**config.mk**
```make
export PLATFORM = sky130hd
export DESIGN_NAME = fir_sample_serialiser
export DESIGN_NICKNAME = d
export VERILOG_FILES = /design/src/rtl/fir_sample_serialiser.sv
export SDC_FILE = /design/constraint.sdc
export NUM_CORES = 1
export LEC_CHECK = 0
export ABC_CLOCK_PERIOD_IN_PS = 1900
export CAP_MARGIN = 10
export CORE_ASPECT_RATIO = 1.5
export CORE_UTILIZATION = 53
export DETAILED_ROUTE_END_ITERATION = 10
export PLACE_DENSITY_LB_ADDON = 0.3
export SYNTH_ARGS = -nofsm -noshare
export SYNTH_HDL_FRONTEND = slang
export SYNTH_SLANG_ARGS = --single-unit
```
**constraint.sdc**
```tcl
create_clock -name ck -period 1.9 [get_ports ck]
set_input_delay 0.38 -clock ck [delete_from_list [all_inputs] [get_ports ck]]
set_output_delay 0.38 -clock ck [all_outputs]
set_load 0.05 [all_outputs]
```
**src/rtl/fir_sample_serialiser.sv**
```systemverilog
// Buffers FIR output samples in a small FIFO and streams each one MSB-first with frame sync.
// Build macro PARITY_EN appends an even-parity bit (XOR of all sample bits) to every frame.

module fir_sample_serialiser #(
  parameter int M     = 24,
  parameter int DEPTH = 4,
  parameter int DIV   = 4
) (
  input  logic                   ck,
  input  logic                   rst_n,
  input  logic signed [M-1:0]    in,
  input  logic                   input_ready,
  input  logic                   enable,
  input  logic                   clr_ovf,
  output logic                   sdo,
  output logic                   fs,
  output logic                   bit_strobe,
  output logic                   busy,
  output logic                   overflow,
  output logic [$clog2(DEPTH):0] level
);
  localparam int AW = $clog2(DEPTH);
  localparam int LW = AW + 1;
  localparam int BW = $clog2(M);
  localparam int DW = $clog2(DIV);

`ifdef PARITY_EN
  typedef enum logic [2:0] {IDLE, LOAD, SHIFT, PARITY, GAP} state_t;
`else
  typedef enum logic [1:0] {IDLE, LOAD, SHIFT, GAP} state_t;
`endif

  state_t        state_reg, state_next;
  logic [M-1:0]  shift_reg, shift_next;
  logic [BW-1:0] bit_cnt_reg, bit_cnt_next;
  logic [DW-1:0] div_reg, div_next;
`ifdef PARITY_EN
  logic          parity_reg, parity_next;
`endif

  logic [M-1:0]  mem [DEPTH];
  logic [AW-1:0] wr_ptr_reg, rd_ptr_reg;
  logic [LW-1:0] level_reg;
  logic          overflow_reg;
  logic          busy_reg;
  logic          pop, push_ok, drop;

  // The LOAD cycle is the only consumer, so a push at full is still accepted then.
  assign pop     = (state_reg == LOAD);
  assign push_ok = input_ready && ((level_reg != LW'(DEPTH)) || pop);
  assign drop    = input_ready && !push_ok;

  always_ff @(posedge ck) begin
    if (push_ok) mem[wr_ptr_reg] <= in;
  end

  always_ff @(posedge ck) begin
    if (!rst_n) begin
      wr_ptr_reg   <= '0;
      rd_ptr_reg   <= '0;
      level_reg    <= '0;
      overflow_reg <= 1'b0;
    end else begin
      if (push_ok) wr_ptr_reg <= wr_ptr_reg + 1'b1;
      if (pop)     rd_ptr_reg <= rd_ptr_reg + 1'b1;
      case ({push_ok, pop})
        2'b10:   level_reg <= level_reg + 1'b1;
        2'b01:   level_reg <= level_reg - 1'b1;
        default: level_reg <= level_reg;
      endcase
      if (drop)         overflow_reg <= 1'b1;
      else if (clr_ovf) overflow_reg <= 1'b0;
    end
  end

  always_ff @(posedge ck) begin
    if (!rst_n) begin
      state_reg   <= IDLE;
      shift_reg   <= '0;
      bit_cnt_reg <= '0;
      div_reg     <= '0;
      busy_reg    <= 1'b0;
`ifdef PARITY_EN
      parity_reg  <= 1'b0;
`endif
    end else begin
      state_reg   <= state_next;
      shift_reg   <= shift_next;
      bit_cnt_reg <= bit_cnt_next;
      div_reg     <= div_next;
      busy_reg    <= (state_next != IDLE);
`ifdef PARITY_EN
      parity_reg  <= parity_next;
`endif
    end
  end

  always_comb begin
    state_next   = state_reg;
    shift_next   = shift_reg;
    bit_cnt_next = bit_cnt_reg;
    div_next     = div_reg;
`ifdef PARITY_EN
    parity_next  = parity_reg;
`endif
    case (state_reg)
      IDLE: begin
        if ((level_reg != '0) && enable) state_next = LOAD;
      end
      LOAD: begin
        shift_next   = mem[rd_ptr_reg];
        bit_cnt_next = BW'(M - 1);
        div_next     = '0;
`ifdef PARITY_EN
        parity_next  = 1'b0;
`endif
        state_next   = SHIFT;
      end
      SHIFT: begin
        if (div_reg == DW'(DIV - 1)) begin
          div_next     = '0;
          shift_next   = shift_reg << 1;
          bit_cnt_next = bit_cnt_reg - 1'b1;
`ifdef PARITY_EN
          // Parity accumulates from the bits as they leave, so no second RAM read is needed.
          parity_next  = parity_reg ^ shift_reg[M-1];
          if (bit_cnt_reg == '0) state_next = PARITY;
`else
          if (bit_cnt_reg == '0) state_next = GAP;
`endif
        end else begin
          div_next = div_reg + 1'b1;
        end
      end
`ifdef PARITY_EN
      PARITY: begin
        if (div_reg == DW'(DIV - 1)) begin
          div_next   = '0;
          state_next = GAP;
        end else begin
          div_next = div_reg + 1'b1;
        end
      end
`endif
      GAP: begin
        if (div_reg == DW'(DIV - 1)) begin
          div_next   = '0;
          state_next = IDLE;
        end else begin
          div_next = div_reg + 1'b1;
        end
      end
      default: state_next = IDLE;
    endcase
  end

  always_comb begin
    sdo        = 1'b0;
    fs         = 1'b0;
    bit_strobe = 1'b0;
    case (state_reg)
      SHIFT: begin
        sdo        = shift_reg[M-1];
        fs         = (bit_cnt_reg == BW'(M - 1));
        bit_strobe = (div_reg == '0);
      end
`ifdef PARITY_EN
      PARITY: begin
        sdo        = parity_reg;
        bit_strobe = (div_reg == '0);
      end
`endif
      default: ;
    endcase
  end

  assign busy     = busy_reg;
  assign overflow = overflow_reg;
  assign level    = level_reg;

endmodule

```
==> impl_metrics.toml <==
[run_status]
status = "finished, final reports clean"

[timing]
fin_crit_ps = 1890
fmax_mhz = 529.0
maxSlewViolCount = 0
tns_ps = 0
setup_violations = 0
whs_ps = 469.0
worst_pin_slew_ps = 497.4
relSlewSlack_pct = 66.97
fin_skew_ps = 8.872
rsz0062_at_grt = "true"
finalHoldViolations = 0
layout_setup_ws_ps = 9.716
fin_crit_sh_pct = 99.49

[logic_synthesis]
yosysUniqueCellTypes = 44
syn_area_um2 = 5884
netlist_instances = 421
ys_ff_latch = 140
synth_area_per_cell_um2 = 13.98
ys_warn_count = 0
ys_seq_area_share_pct = 63.96
syn_nets = 460
synthFlopType = "edfxtp_1"
synth_edf_count = 96
async_reset_ff_share_pct = 0

[routing]
firstDrtPassIters = 5
route.detailed.drc = 0
wl_um = 11490
avgViaCountPerCell = 5.749
ant_nets = 0
via_count = 3622
wl_per_cell_um = 18.23
drtIter0Drc = 177

[pwr]
p_int_mw = 5.837
vdd_drop_max_v = 0.0006654
power.density_nw_per_um2 = 1117
pwr-share-clk_pct = 36.1
p_total_mw = 7.992
seqPwrFrac_pct = 45.9
p_sw_mw = 2.155
p_sw_share_pct = 26.97
combPwrFrac_pct = 18.0
p_leak_nw = 2.643

[final_layout]
multi_input_area_um2 = 1922
area_growth_syn_to_layout_pct = 21.62
fillers = 775
nets = 512
final_cell_mix = "96 x edfxtp_1, 49 x mux2i_1, 39 x dfxtp_1, 28 x clkdlybuf4s50_1"
num_antenna_cells = 0
layout-drive-gt1-share_pct = 17.49
fin_cells = 630
seqCellArea_um2 = 3777
largest_reg_flops = 96
mostFrequentLayoutCell = "edfxtp_1"

[clock_tree]
ctsHoldBuffers = 0
htree_levels = 4
clock_latency_ps = 410
numCtsBuffers = 17
clockBufferDepth = 2
cts.sinks = 140
cts.clk_slew.worst_paths_ps = 60
cts-root-buf = "clkbuf_16"
cts_tree = "built"

[floorplan]
dieArea_um2 = 11540
row_count = 46
io_pins = 37
initial_utilization_pct = 54.97
die-width_um = 88.04
fp.coreArea_um2 = 10710
die_y_um = 131.1

[critical_path]
r2r_setup_slack_ps = 10
path_class = "reg -> reg"
path_cells = "nand2b_4 -> a31oi_4 -> inv_1 -> ha_2 -> inv_2 -> fa_2 -> xor2_2 -> or3_1 -> a21oi_2"
critPathMaxFanout = 3
reg2reg_depth = 9
critPathSlowestCell = "fa_2"
required_ps = 2240
cp.arrival_ps = 2230
endpoint_kind = "flop"
cp_slowest_stage_delay_ps = 350
cp-start-kind = "flop"

[run]
maxCapViolCount = 0

[global_route]
grt_pass1_wl_um = 18240
grt.total_usage_pct = 21.60
grt_pass1_vias = 3862
antenna_found_initial = 0
overflow = 0
grt_max_degree = 48

[placed_design]
numPortBuffers = 36
pre_cts_slack_ps = -358.4
place_inst = 596
hpwl_um = 6844
place.gp.congestion = 0.7129

[min_path]
worstHoldPathCells = 1
hold_path_class = "reg -> reg"
stage by stage:
stage                     util, %  cell area (um2)
after floorplan                 -             5943
after global placement      61.57             6591
after detailed placement    61.57             6591
after CTS                   66.63             7133
after global routing        66.85             7157
final                       66.85             7157
what timing repair did:
action                                 4_1_cts  5_1_grt
gates resized for setup                      9        5
setup endpoints to repair                    9        3
endpoints found under the hold margin        0        0
buffers inserted                             1        1
pin swaps                                    1        0
cell usage after synthesis (3+ instances only):
library cell	n	area (um2)
buf_2	6	30.03
buf_4	6	45.04
nand2b_1	5	31.28
mux2i_1	49	490.5
o221a_2	3	33.78
clkbuf_1	10	37.54
and2_1	5	31.28
nand2_1	5	18.77
o21ai_0	4	20.02
a32o_1	23	230.2
edfxtp_1	96	2883
dfxtp_1	44	880.8
xor2_1	3	26.28
a21o_1	23	172.7
ha_1	9	112.6
nand3b_1	25	187.7
buf_6	7	78.83
inv_1	15	56.30
a31oi_1	26	162.7
a21oi_1	7	35.03
nor2_1	20	75.07
area by class of cell:
class	instances	share of cell area, %
clock buffers	18	5.997
clock inverters	14	1.364
inverters	17	0.9615
multi-input cells	233	26.85
flip-flops and latches	140	52.78
well taps	144	2.517
repair buffers	64	9.528
final timing paths:
path                      from      endpoint
setup / recovery  state_reg[1]      level[2]
hold / removal    shift_reg[6]  shift_reg[6]
setup reg to reg  state_reg[1]      level[2]
hold reg to reg   shift_reg[6]  shift_reg[6]
routing by layer:
metal  vias up  part of all wire [%]  GRT usage [%]
met1      1793                    38          23.16
met4         0                   1.9          9.772
li1       1716                     -              -
met3        18                   3.8          5.510
met2        95                    56          39.49
met5         -                     0              0
cells by family (layout without fill, tap and decap cells):
| group | count (synthesis) | in the layout | synth area share, % |
|---|---|---|---|
| xor+xnor | 4 | 4 | 0.5955 |
| mux | 50 | 50 | 8.718 |
| flops | 140 | 140 | 63.96 |
| compound gates | 91 | 91 | 11.80 |
| fa+ha+maj | 10 | 10 | 2.254 |
| buf+inv | 48 | 113 | 4.465 |
| simple gates | 78 | 78 | 8.208 |
worst max-delay path, delay by kind of cell (launching register included):
kind,cells,cell delay [ps]
xor+xnor,1,160
flops,1,320
buf+inv,2,110
compound gates,2,220
simple gates,2,490
fa+ha+maj,2,530
power by group through the flow:
stage	logic (mW)	registers (mW)	clock network, mW
detailed placement	1.41	3.73	0
global placement	1.35	3.72	0
global route	1.56	3.69	3.08
finish	1.44	3.67	2.88
floorplan	0.919	3.78	0
CTS	1.43	3.67	2.93
(Power assumes the default switching activity.)
